## src/rtl/psram_master.sv

```systemverilog
// -----------------------------------------------------------------------------
// psram_master
//   Single-outstanding asynchronous PSRAM/SRAM access sequencer. A request is
//   accepted in IDLE. The access then runs through three phases, SETUP, ACCESS
//   and RECOVER, and the length of each phase is set by a parameter. Every
//   ram_* pin is driven straight from a register.
//
// Parameters
//   T_SETUP  cycles address/CE are valid before the OE/WE strobe (1..15)
//   T_ACC    cycles OE/WE are held low                            (2..15)
//   T_REC    cycles CE is held high after the strobe              (1..15)
//
// Ports
//   clk, rst_n                 clock, asynchronous active-low reset
//   req_valid/req_ready        request handshake (ready == IDLE)
//   req_we, req_addr,
//   req_wdata, req_be          request fields (be[1]=upper, be[0]=lower)
//   rsp_valid, rsp_rdata       one-cycle read-data strobe and held read data
//   ram_addr, ram_ce, ram_oe,
//   ram_we, ram_ub, ram_lb     memory address and active-low strobes
//   ram_data_o, ram_data_oe,
//   ram_data_i                 data bus, split; the tristate lives above
//   busy                       high in any state other than IDLE
// -----------------------------------------------------------------------------
module psram_master #(
  parameter int unsigned T_SETUP = 1,
  parameter int unsigned T_ACC   = 4,
  parameter int unsigned T_REC   = 2
) (
  input  logic        clk,
  input  logic        rst_n,
  input  logic        req_valid,
  output logic        req_ready,
  input  logic        req_we,
  input  logic [21:0] req_addr,
  input  logic [15:0] req_wdata,
  input  logic [1:0]  req_be,
  output logic        rsp_valid,
  output logic [15:0] rsp_rdata,
  output logic [21:0] ram_addr,
  output logic        ram_ce,
  output logic        ram_oe,
  output logic        ram_we,
  output logic        ram_ub,
  output logic        ram_lb,
  output logic [15:0] ram_data_o,
  output logic        ram_data_oe,
  input  logic [15:0] ram_data_i,
  output logic        busy
);

  if (T_SETUP < 1 || T_SETUP > 15 || T_ACC < 2 || T_ACC > 15 ||
      T_REC < 1 || T_REC > 15) begin : g_param_range
    $error("psram_master: timing parameter out of range");
  end

  typedef enum logic [1:0] {IDLE, SETUP, ACCESS, RECOVER} state_t;

  state_t      state_q;
  logic [3:0]  cnt_q;
  logic        we_q;
  logic        ready_q;
  logic        busy_q;
  logic        rsp_valid_q;
  logic [15:0] rsp_rdata_q;
  logic [21:0] addr_q;
  logic        ce_q, oe_q, wen_q, ub_q, lb_q;
  logic [15:0] dout_q;
  logic        doe_q;

  // Each output register is loaded with the value it must have in the state
  // being entered. This keeps all pins registered and still lines them up
  // with the state.
  always_ff @(posedge clk or negedge rst_n) begin
    if (!rst_n) begin
      state_q     <= IDLE;
      cnt_q       <= '0;
      we_q        <= 1'b0;
      ready_q     <= 1'b0;
      busy_q      <= 1'b0;
      rsp_valid_q <= 1'b0;
      rsp_rdata_q <= '0;
      addr_q      <= '0;
      ce_q        <= 1'b1;
      oe_q        <= 1'b1;
      wen_q       <= 1'b1;
      ub_q        <= 1'b1;
      lb_q        <= 1'b1;
      dout_q      <= '0;
      doe_q       <= 1'b0;
    end else begin
      rsp_valid_q <= 1'b0;
      case (state_q)
        IDLE: begin
          // ready_q gates acceptance, so the first edge after reset release
          // only raises ready and does not accept a request.
          if (req_valid && ready_q) begin
            state_q <= SETUP;
            cnt_q   <= 4'(T_SETUP);
            we_q    <= req_we;
            ready_q <= 1'b0;
            busy_q  <= 1'b1;
            addr_q  <= req_addr;
            ce_q    <= 1'b0;
            ub_q    <= ~req_be[1];
            lb_q    <= ~req_be[0];
            dout_q  <= req_wdata;
            doe_q   <= req_we;
          end else begin
            ready_q <= 1'b1;
          end
        end
        SETUP: begin
          if (cnt_q == 4'd1) begin
            state_q <= ACCESS;
            cnt_q   <= 4'(T_ACC);
            oe_q    <= we_q;
            wen_q   <= ~we_q;
          end else begin
            cnt_q <= cnt_q - 4'd1;
          end
        end
        ACCESS: begin
          if (cnt_q == 4'd1) begin
            state_q <= RECOVER;
            cnt_q   <= 4'(T_REC);
            ce_q    <= 1'b1;
            oe_q    <= 1'b1;
            wen_q   <= 1'b1;
            ub_q    <= 1'b1;
            lb_q    <= 1'b1;
            if (!we_q) begin
              rsp_rdata_q <= ram_data_i;
              rsp_valid_q <= 1'b1;
            end
          end else begin
            cnt_q <= cnt_q - 4'd1;
          end
        end
        RECOVER: begin
          // Write data stays driven for the first RECOVER cycle as hold time.
          doe_q <= 1'b0;
          if (cnt_q == 4'd1) begin
            state_q <= IDLE;
            cnt_q   <= '0;
            ready_q <= 1'b1;
            busy_q  <= 1'b0;
          end else begin
            cnt_q <= cnt_q - 4'd1;
          end
        end
        default: begin
          state_q <= IDLE;
          cnt_q   <= '0;
        end
      endcase
    end
  end

  assign req_ready   = ready_q;
  assign busy        = busy_q;
  assign rsp_valid   = rsp_valid_q;
  assign rsp_rdata   = rsp_rdata_q;
  assign ram_addr    = addr_q;
  assign ram_ce      = ce_q;
  assign ram_oe      = oe_q;
  assign ram_we      = wen_q;
  assign ram_ub      = ub_q;
  assign ram_lb      = lb_q;
  assign ram_data_o  = dout_q;
  assign ram_data_oe = doe_q;

endmodule

```

## config.mk

```make
export PLATFORM = sky130hd
export DESIGN_NAME = psram_master
export DESIGN_NICKNAME = d
export VERILOG_FILES = /design/src/rtl/psram_master.sv
export SDC_FILE = /design/constraint.sdc
export NUM_CORES = 1
export LEC_CHECK = 0
export ABC_AREA = 1
export BUFFER_PORTS_ARGS = -buffer_cell sky130_fd_sc_hd__buf_2
export CORE_UTILIZATION = 43
export DETAILED_ROUTE_END_ITERATION = 7
export HOLD_SLACK_MARGIN = 0.12
export MAX_ROUTING_LAYER = met4
export PLACE_DENSITY_LB_ADDON = 0.2
export SLEW_MARGIN = 40
export SYNTH_ARGS = -nofsm -noshare
export SYNTH_HDL_FRONTEND = slang
export SYNTH_SLANG_ARGS = --single-unit
```

## constraint.sdc

```tcl
create_clock -name clk -period 1.4 [get_ports clk]
set_input_delay 0.28 -clock clk [delete_from_list [all_inputs] [get_ports clk]]
set_output_delay 0.28 -clock clk [all_outputs]
set_load 0.1 [all_outputs]
```

Word level (Yosys, flattened, before mapping)
Cells that the tools add are included.

Latch bits: 0. Memories kept: 0. Bits in read-only memories: 0. Logic and storage cells: 71. Bits in registers: 70. Output and inout bits: 63. Bits of input ports: 60. Memory bits (writable): 0.

Shift operators: 0. Divide/modulo/power cells: 0. Reductions and logical operators: 13. Equality and inequality tests: 8. Muxes and demuxes: 31. $lt $le $gt $ge: 0. Add/sub/neg operators: 1. Bitwise gates (word level): 3. Multiply operators: 0.

Operators with widths (count): $mux W4 (4); $pmux W1 S2 (8); $pmux W4 S4 (1); $mux W1 (13); $reduce_and A3 Y1 (4); $mux W2 (4); $ne A2 B2 Y1 const B (4); $pmux W2 S4 (1); $reduce_and A2 Y1 (3); $reduce_bool A2 Y1 (3); $eq A2 B2 Y1 const B (2); $eq A4 B1 Y1 const B (1); $reduce_and A4 Y1 (1); $sub A4 B1 Y4 const B (1); $not A1 Y1 (3); $eq A2 B1 Y1 const B (1); $logic_not A2 Y1 (1); $logic_and A1 B1 Y1 (1).

Depth between registers and ports, before layout
Gate-level depths: netlist of the first run.

Word-level depth: 3. Mapped depth: 9. Gate-level depth less buffers: 8.

Worst setup path after synthesis of the first run
No wires, ideal clock.

Kind: reg2reg. Start point: register ready_q (netlist: req_ready). End point: register addr_q[19] (netlist: ram_addr[19]). Stages on the path, launching flop included: 8. Path buffers: 2. Arrival: 1.784 ns. Path slack: -0.506 ns. Period minus slack after synthesis: 1.906 ns. Data required time: 1.278 ns. Library setup time: 0.122 ns. Cells stage by stage: dfrtp_1 > nand2_1 > nor2_4 > inv_2 > buf_2 > buf_4 > nand2_1 > nand2_1.

Cells in the longest elaborated chain, start to end: 2.

RTL lines: start: declaration (RTL line 62) `logic ready_q;`; start signal: assignment (RTL line 79) `ready_q <= 1'b0;`; start signal: assignment (RTL line 101) `ready_q <= 1'b0;`; start signal: assignment (RTL line 110) `ready_q <= 1'b1;`; $logic_and A1 B1 Y1 (RTL line 97) `if (req_valid && ready_q) begin`; $reduce_and A2 Y1 (no line); end signal: assignment (RTL line 103) `addr_q <= req_addr;`; end: declaration (RTL line 66) `logic [21:0] addr_q;`.

No other way between the ends. A chain may end at the register's enable or synchronous reset.

Worst setup path after layout of the first run
Start point: register state_q[1]. End point: register dout_q[4] (netlist: ram_data_o[4]).

Cells in the longest elaborated chain, start to end: 2.

RTL lines: start: declaration (RTL line 59) `state_t state_q;`; start signal: assignment (RTL line 76) `state_q <= IDLE;`; start signal: assignment (RTL line 98) `state_q <= SETUP;`; start signal: assignment (RTL line 115) `state_q <= ACCESS;`; $logic_not A2 Y1 (RTL line 93) `case (state_q)`; $reduce_and A2 Y1 (no line); end signal: assignment (RTL line 107) `dout_q <= req_wdata;`; end: declaration (RTL line 68) `logic [15:0] dout_q;`.

No other way between the ends.

==> impl_metrics.toml, run 1 <==
[clocking]
cts_tree = "yes"
clock_sinks = 70
cts_buffer_depth = 2
clock_latency_ns = 0.34
cts_buffers = 9
cts_root_buffer = "clkbuf_8"
h-tree-depth = 3
clk_pin_slew_ns = 0.08

[synth]
syn-num-nets = 406
yosysMostFrequentCell = "nand2_1"
yosys-top-cells-count = "nand2_1, dfrtp_1, inv_1"
yosys_warnings = 0
seq_area_frac_synth_pct = 60.12
synth.top_cells.by_area = "dfrtp_1, nand2_1, dfstp_2, ha_1, nand3_1"
synthCells = 340
syn-cell-area_um2 = 2924
ys_ff_latch = 70
synth-edff-count = 0
syn_area_per_cell_um2 = 8.600
synth_top_cell_by_area = "dfrtp_1"
synthArstFlopShare_pct = 100.0
synthDistinctLibCells = 23
synthFlopType = "dfrtp_1"
synth_top_area_share_pct = 55.63

[global_routing]
grt_max_degree = 71
track_usage_pct = 21.38
grt_antenna_before_repair = 0
grt_pass1_wl_um = 11470
overflow = 0
grt_pass1_vias = 2553

[sta]
worst_pin_slew_ns = 0.3668
setup_viol = 0
fin_crit_sh_pct = 98.53
fin_crit_ns = 1.379
relSlewSlack_pct = 75.55
fin_skew_ns = 0.01041
slew_violations = 0
rsz0062_at_grt = "true"
fmax_ghz = 0.7249
hold_violations = 0
hold_ws_ns = 0.1305

[cells_and_area]
area_growth_pct = 47.63
antenna_cells = 0
nets = 552
drive_gt1_share_pct = 36.73
design_area_um2 = 4317
utilization_pct = 66.83

[floorplanning]
core_um2 = 6459
num_io_pins = 123
die_h_um = 84.46
initial_core_util_pct = 45.27
rows = 29
die_area_um2 = 7133
die_x_um = 84.46

[run_status]
status = "finished with violations"
violations = "design-rule violations"

[worst_hold_path]
hp-class = "in -> reg"

[placed_design]
globalplace.congestion = 0.7937
hpwlAfterDp_um = 4812
postPlaceCellArea_um2 = 3861
port_buffers = 122

[worst_setup_path]
endpoint_kind = "flip-flop"
path_class = "reg -> reg"
critPathMaxFanout = 13
cp.required_ns = 1.63
arrival_ns = 1.61
cp-start-kind = "flip-flop"

[detailed_routing]
dr_total_vias = 2581
drt_iter0_drc = 129
route.detailed.wl_per_inst_um = 12.17
firstDrtPassIters = 8
avgViaCountPerCell = 4.552
drc = 8
finalWirelength_um = 6898
ant_nets = 0

[job]
max_cap_viol_count = 0
-- final cells by class --
cell class / count / area (µm²)
Fill cell: 525 / 2142
Sequential cell: 70 / 1762
Timing Repair Buffer: 145 / 1104
Multi-Input combinational cell: 245 / 1097
Clock buffer: 9 / 123.9
Tap cell: 77 / 96.34
Inverter: 15 / 71.32
Clock inverter: 6 / 62.56
-- metrics by stage --
| stage | cells | setup WS, ns | TNS, ns |
|---|---|---|---|
| after detailed placement | 543 | -0.01489 | -0.04057 |
| after global placement | 543 | 0.03100 | 0 |
| final | 567 | 0.02055 | 0 |
| after floorplan | 340 | 0.003551 | 0 |
| after CTS | 561 | 0.0008019 | 0 |
| after global routing | 567 | -0.05750 | -1.375 |
-- worst max-delay path, stage by stage (launching register included) --
cell and delay (ns):
dfrtp_1 0.40, inv_2 0.08, ha_4 0.16, inv_2 0.07
nor2_4 0.17, inv_4 0.10, buf_12 0.16, nand2_1 0.06
nand2_1 0.06
-- sequential cells by signal, summed over array words and instances (netlist names) --
name         count
cnt_q            4
we_q             1
ram_oe           1
ram_addr        22
ram_lb           1
ram_ce           1
rsp_valid        1
rsp_rdata       16
ram_data_o      16
ram_we           1
req_ready        1
ram_data_oe      1
busy             1
state_q          2
ram_ub           1
-- kinds of logic (layout without fill, tap and decap cells) --
| kind of cell | count (synthesis) | in the layout | share of synthesized area (%) |
|---|---|---|---|
| buffers and inverters | 25 | 175 | 3.937 |
| flip-flops | 70 | 70 | 60.12 |
| AND/OR/NAND/NOR | 232 | 232 | 32.14 |
| adder cells (fa/ha/maj) | 6 | 6 | 2.567 |
| AO/OA/AOI/OAI | 7 | 7 | 1.241 |
-- path summary, 6_finish.rpt --
kind / startpoint / to / slack (ns) / cells past startpoint
worst min register to register: ram_addr[19] / ram_addr[19] / 0.47 / 2
max in group asynchronous: rst_n / ram_ce / 0.57 / 3
worst max-delay path: state_q[1] / ram_data_o[4] / 0.02 / 8
worst max register to register: state_q[1] / ram_data_o[4] / 0.02 / 8
worst min-delay path: ram_data_i[1] / rsp_rdata[1] / 0.13 / 3
min in group asynchronous: rst_n / req_ready / 0.48 / 3
-- placed cells by master (no fill, tap or decap) --
master         synthesis  routed
inv_2                  2       5
o21ai_0                3       3
buf_12                 0      11
bufinv_16              0       1
nand2_8                0       1
inv_6                  0       1
nand2_4                2       2
dfstp_2                5       5
o21ai_1                1       1
ha_1                   6       3
nor2_4                 2       2
clkinv_4               0       1
dfrtp_1               65      64
clkinv_8               0       1
nand3b_1               1       1
dlygate4sd3_1          0       7
dfrtp_4                0       1
nand3_2                0       1
inv_1                 12       8
clkbuf_8               0       9
clkbuf_4               0       5
nand2_1              208     204
nor2_8                 1       1
ha_4                   0       1
a21oi_1                2       2
clkinv_2               0       3
nand2_2                0       3
buf_2                  6      59
a31oi_1                1       1
nand3_1                9       8
buf_6                  1       2
or2_2                  1       1
inv_4                  1       1
buf_4                  1      61
ha_2                   0       2
nor2_1                 6       6
nand4_1                2       2
-- routing by layer --
metal / vias up / GRT usage, % / wire length [µm]
li1: 1330 / - / -
met1: 1162 / 27.32 / 3278
met2: 85 / 33.68 / 3258
met3: 4 / 5.703 / 320
met4: 0 / 6.471 / 40
met5: - / - / 0
-- timing repair --
action | CTS | global route
buffers inserted | 0 | 2
resized for setup | 52 | 17
pin swaps | 0 | 0
hold buffers | 3 | 4
setup endpoints to repair | 66 | 63
endpoints found under the hold margin | 67 | 4
Power of run 1 is not shown: default switching activity piles up to over one toggle a cycle in this logic, so the estimate is an artifact.
==> inputs of run 2 (changes only) <==
==> constraint.sdc (replaced) <==
create_clock -name clk -period 1.4 [get_ports clk]
set_input_delay 0.28 -clock clk [delete_from_list [all_inputs] [get_ports clk]]
set_output_delay 0.28 -clock clk [all_outputs]
set_load 0.02 [all_outputs]
==> run 2 against run 1 <==
Effect of this change:
- the run still ends with design-rule violations left
- die area stayed put
- register-to-register slack hardly changed
- core utilization is 3.8 points lower
- non-clock buffer count is 3 lower
==> impl_metrics.toml, run 2 (same netlist as run 1, synthesis figures left out) <==
[worst_setup_path]
cpPeakStageDelay_ns = 0.38
endpoint_kind = "flip-flop"
path_class = "reg -> reg"
r2r-end = "rsp_rdata[3]"
worstRegToRegCells = 8
cp-start-kind = "flip-flop"
path_cells = "inv_1 -> ha_2 -> nand2_4 -> nor2_8 -> nand2_8 -> buf_12 -> nand2_1 -> nand2_1"
regToRegSetupSlack_ns = 0.03
cp.required_ns = 1.62
timing.rr.start = "cnt_q[1]"
critPathMaxFanout = 11
cpMostUsedCell = "nand2_1"
arrival_ns = 1.59
slowest_stage = "dfrtp_1"

[clocking]
cts_buffer_depth = 2
clk_pin_slew_ns = 0.08
cts_root_buffer = "clkbuf_8"
cts_buffers = 9
clock_sinks = 70
cts_tree = "yes"
h-tree-depth = 3
clock_latency_ns = 0.33

[floorplanning]
num_io_pins = 123
rows = 29
die_x_um = 84.46
die_area_um2 = 7133
die_h_um = 84.46
initial_core_util_pct = 45.27
core_um2 = 6459

[placed_design]
globalplace.congestion = 0.8537
port_buffers = 122
hpwlAfterDp_um = 4617
placed_cells = 543

[detailed_routing]
drt_iter0_drc = 131
drc = 7
dr_total_vias = 2521
route.detailed.wl_per_inst_um = 11.85
avgViaCountPerCell = 4.462
finalWirelength_um = 6698
firstDrtPassIters = 6
ant_nets = 0

[power]
power_density_nw_per_um2 = 2526
ir_drop_mv = 1.044
p_leak_uw = 0.002383

[cells_and_area]
antenna_cells = 0
drive_gt1_share_pct = 37.91
nets = 549
layout_common_cells = "nand2_1, buf_2, dfrtp_1"
mostFrequentLayoutCell = "nand2_1"
utilization_pct = 63.08
stdcell_count = 565
largest_reg_flops = 22
area_growth_pct = 39.32

[global_routing]
track_usage_pct = 20.20
grt_antenna_before_repair = 0
overflow = 0
grt_pass1_vias = 2400
grt_max_degree = 71
grt_pass1_wl_um = 10940

[run_status]
status = "finished with violations"
violations = "design-rule violations"

[sta]
relSlewSlack_pct = 75.96
fin_crit_sh_pct = 97.71
rsz0062_at_grt = "true"
setup_viol = 0
hold_violations = 0
fin_crit_ns = 1.368
slew_violations = 0
worst_pin_slew_ns = 0.3606
fmax_ghz = 0.7310
fin_skew_ns = 0.007820

[worst_hold_path]
whs_path_depth = 3
worstHoldStart = "ram_data_i[7]"
hp-class = "in -> reg"
hold_end = "rsp_rdata[7]"

[job]
max_cap_viol_count = 0
[run 2: worst max-delay path: cells and delay by family, from the launching register on]
kind	cells	cell delay, ns
buffers and inverters	2	0.23
flip-flops	1	0.38
AND/OR/NAND/NOR	5	0.44
adder cells (fa/ha/maj)	1	0.21
[run 2: layout make-up]
cell class,count,area [µm²]
clock buffer,10,127.6
clock inverter,6,86.33
fill,577,2385
inverter,15,63.81
multi-input combinational,245,1099
sequential,70,1759
tap,77,96.34
timing repair buffer,142,842.1
[run 2: routing by layer]
layer / global-route usage (%) / wire length (µm) / share of wire (%)
met5: - / 0 / 0
met4: 7.858 / 78 / 1.2
met3: 4.916 / 407 / 6.1
met2: 30.48 / 3005 / 45
met1: 26.54 / 3207 / 48
[run 2: timing repair]
action                                 CTS  global route
pin swaps                                0             3
endpoints found under the hold margin   65             0
gates cloned                             0             1
setup buffers                            1             3
setup endpoints to repair                5            64
gates resized for setup                  4            13
hold buffers                             1             0
[run 2: how the worst max path moves through the flow]
stage,start,endpoint,depth (start not counted)
2_1_floorplan,state_q[0],ram_addr[19],9
3_3_place_gp,state_q[0],ram_ce,8
3_5_place_dp,state_q[0],ram_ce,8
4_1_cts,state_q[1],ram_addr[4],8
5_1_grt,state_q[1],ram_data_o[5],8
6_report,cnt_q[1],rsp_rdata[3],8
[run 2: through the flow]
stage | total power, µW | cell area (µm²) | setup slack [ns] | hold WS [ns] | setup TNS (ns)
3_3_place_gp | 8211 | 3742 | -0.01013 | 0.3341 | -0.02488
3_5_place_dp | 8325 | 3742 | -0.01656 | 0.3334 | -0.02471
6_report | 10290 | 4074 | 0.03207 | 0.1352 | 0
4_1_cts | 10140 | 3986 | 0.01325 | 0.1211 | 0
2_1_floorplan | 6608 | 2937 | 0.02147 | -0.01559 | 0
5_1_grt | 11110 | 4074 | -0.04813 | 0.1285 | -1.227
[run 2: where the power goes]
group	internal [µW]	total (µW)	switching [µW]
logic	1860	5010	3150
clock network	1000	1740	740
registers	3030	3540	512
Power figures use the tool's default switching activity.
==> inputs of run 3 (changes only) <==
--- a/config.mk
+++ b/config.mk
@@ -7,7 +7,8 @@
 export LEC_CHECK = 0
 export ABC_AREA = 1
 export BUFFER_PORTS_ARGS = -buffer_cell sky130_fd_sc_hd__buf_2
-export CORE_UTILIZATION = 43
+export CORE_MARGIN = 4
+export CORE_UTILIZATION = 51
 export DETAILED_ROUTE_END_ITERATION = 7
 export HOLD_SLACK_MARGIN = 0.12
 export MAX_ROUTING_LAYER = met4
==> constraint.sdc (replaced) <==
create_clock -name clk -period 1.58 [get_ports clk]
set_input_delay 0.316 -clock clk [delete_from_list [all_inputs] [get_ports clk]]
set_output_delay 0.316 -clock clk [all_outputs]
set_load 0.02 [all_outputs]
==> run 3 against run 2 <==
Effect of this change:
- the flow now finishes without violations
- via count fell by 0.12%
- final area down 4.3%
- total power down 14%
- largest cell class unchanged
- die area down 1.7%
- clock power decreased by 9%
- routed wire length rose by 1.3%
- first-iteration DRC count fell by 17%
- final cell count fell by 2.8%
- core utilization up 7.3 points
- global-route usage up 1.1 points
- sequential power fell by 11%
==> impl_metrics.toml, run 3 (same netlist as run 1, synthesis figures left out) <==
[worst_hold_path]
hp-class = "in -> reg"

[worst_setup_path]
endpoint_kind = "flip-flop"
path_cells = "inv_1 -> ha_1 -> inv_2 -> nor2_4 -> buf_4 -> nand2_1 -> nand2_1"
critPathMaxFanout = 23
slowest_stage = "dfrtp_1"
cp.required_ns = 1.85
cpMostUsedCell = "nand2_1"
regToRegSetupSlack_ns = 0.13
arrival_ns = 1.72
cpPeakStageDelay_ns = 0.43
cp-start-kind = "flip-flop"
path_class = "reg -> reg"

[detailed_routing]
dr_total_vias = 2518
drc = 0
route.detailed.wl_per_inst_um = 12.36
avgViaCountPerCell = 4.587
drt_iter0_drc = 109
finalWirelength_um = 6783
firstDrtPassIters = 4
ant_nets = 0

[placed_design]
port_buffers = 122
placed_cells = 532
globalplace.congestion = 0.8629
hpwlAfterDp_um = 4835

[job]
max_cap_viol_count = 0

[clocking]
cts_tree = "yes"
cts_buffers = 9
cts_root_buffer = "clkbuf_8"
clock_latency_ns = 0.34
postCtsSetupBuffers = 0
h-tree-depth = 3
cts_buffer_depth = 2
clk_pin_slew_ns = 0.08
clock_sinks = 70

[global_routing]
grt_max_degree = 71
grt_antenna_before_repair = 0
grt_pass1_vias = 2465
grt_pass1_wl_um = 11690
track_usage_pct = 21.26
overflow = 0

[run_status]
status = "finished, final reports clean"

[cells_and_area]
nets = 538
layout_common_cells = "nand2_1, buf_2, dfrtp_1"
mostFrequentLayoutCell = "nand2_1"
drive_gt1_share_pct = 33.75
antenna_cells = 0
stdcell_count = 549
largest_reg_flops = 22
utilization_pct = 70.39
area_growth_pct = 33.38
n_fill_cell = 438

[sta]
fin_skew_ns = 0.01391
setup_viol = 0
hold_violations = 0
rsz0062_at_grt = "true"
fin_crit_sh_pct = 91.86
slew_violations = 0
worst_pin_slew_ns = 0.3663
hold_ws_ns = 0.1656
fin_crit_ns = 1.451
fmax_ghz = 0.6890
relSlewSlack_pct = 75.58

[floorplanning]
die_area_um2 = 7009
core_um2 = 5540
die_h_um = 83.72
num_io_pins = 123
rows = 27
initial_core_util_pct = 52.78
die_x_um = 83.72

[power]
power_density_nw_per_um2 = 2256
p_leak_uw = 0.002323
ir_drop_mv = 1.002
==> run 3: cell count changes in the layout (fill, tap and decap cells not counted), sizes merged <==
cell / before / now
buf: 140 / 130
clkinv: 3 / 1
inv: 15 / 16
==> run 3: worst paths after layout <==
check	from	to	depth (start not counted)
max	state_q[1]	ram_addr[14]	7
min	ram_data_i[4]	rsp_rdata[4]	3
max reg2reg	state_q[1]	ram_addr[14]	7
min reg2reg	ram_addr[15]	ram_addr[15]	2
max in group asynchronous	rst_n	ram_we	3
min in group asynchronous	rst_n	cnt_q[3]	3
==> run 3: per-layer routing <==
layer  share of wire (%)  GRT usage (%)  vias up
li1                    -              -     1295
met1                  45          27.82     1127
met2                  47          32.03       89
met3                 7.3          6.614        7
met4                 1.1          6.433        0
met5                   0              -        -
==> run 3: timing repair <==
item / in CTS / in global routing
gates resized for setup: 1 / 4
endpoints found under the hold margin: 65 / 0
setup endpoints to repair: 34 / 12
hold buffers: 1 / 0
==> run 3: power breakdown <==
| group | internal, µW | switching, µW |
|---|---|---|
| clock network | 936 | 652 |
| registers | 2680 | 463 |
| logic | 1380 | 2690 |
==> run 3: cell type report <==
| type | count | area [µm²] | share of cell area (%) |
|---|---|---|---|
| well taps | 72 | 90.09 | 2.310 |
| repair buffers | 131 | 709.4 | 18.19 |
| inverters | 15 | 63.81 | 1.636 |
| multi-input cells | 245 | 1056 | 27.08 |
| clock inverters | 5 | 81.33 | 2.085 |
| clock buffers | 11 | 141.4 | 3.625 |
| flip-flops and latches | 70 | 1758 | 45.08 |
==> run 3: metrics by stage <==
stage	setup TNS (ns)	setup slack [ns]	instance area, µm²	power [µW]
floorplan	0	0.09760	2924	5811
global placement	-0.04363	-0.04363	3654	7120
detailed placement	-0.3393	-0.1104	3654	7226
CTS	0	0.07982	3889	8852
global route	-0.001299	-0.001299	3900	9525
finish	0	0.1285	3900	8799
==> run 3: critical path: cells and delay by family (launching register included) <==
kind / cells / cell delay, ns
adder cells (fa/ha/maj): 1 / 0.18
flip-flops: 1 / 0.43
buffers and inverters: 3 / 0.45
AND/OR/NAND/NOR: 3 / 0.35
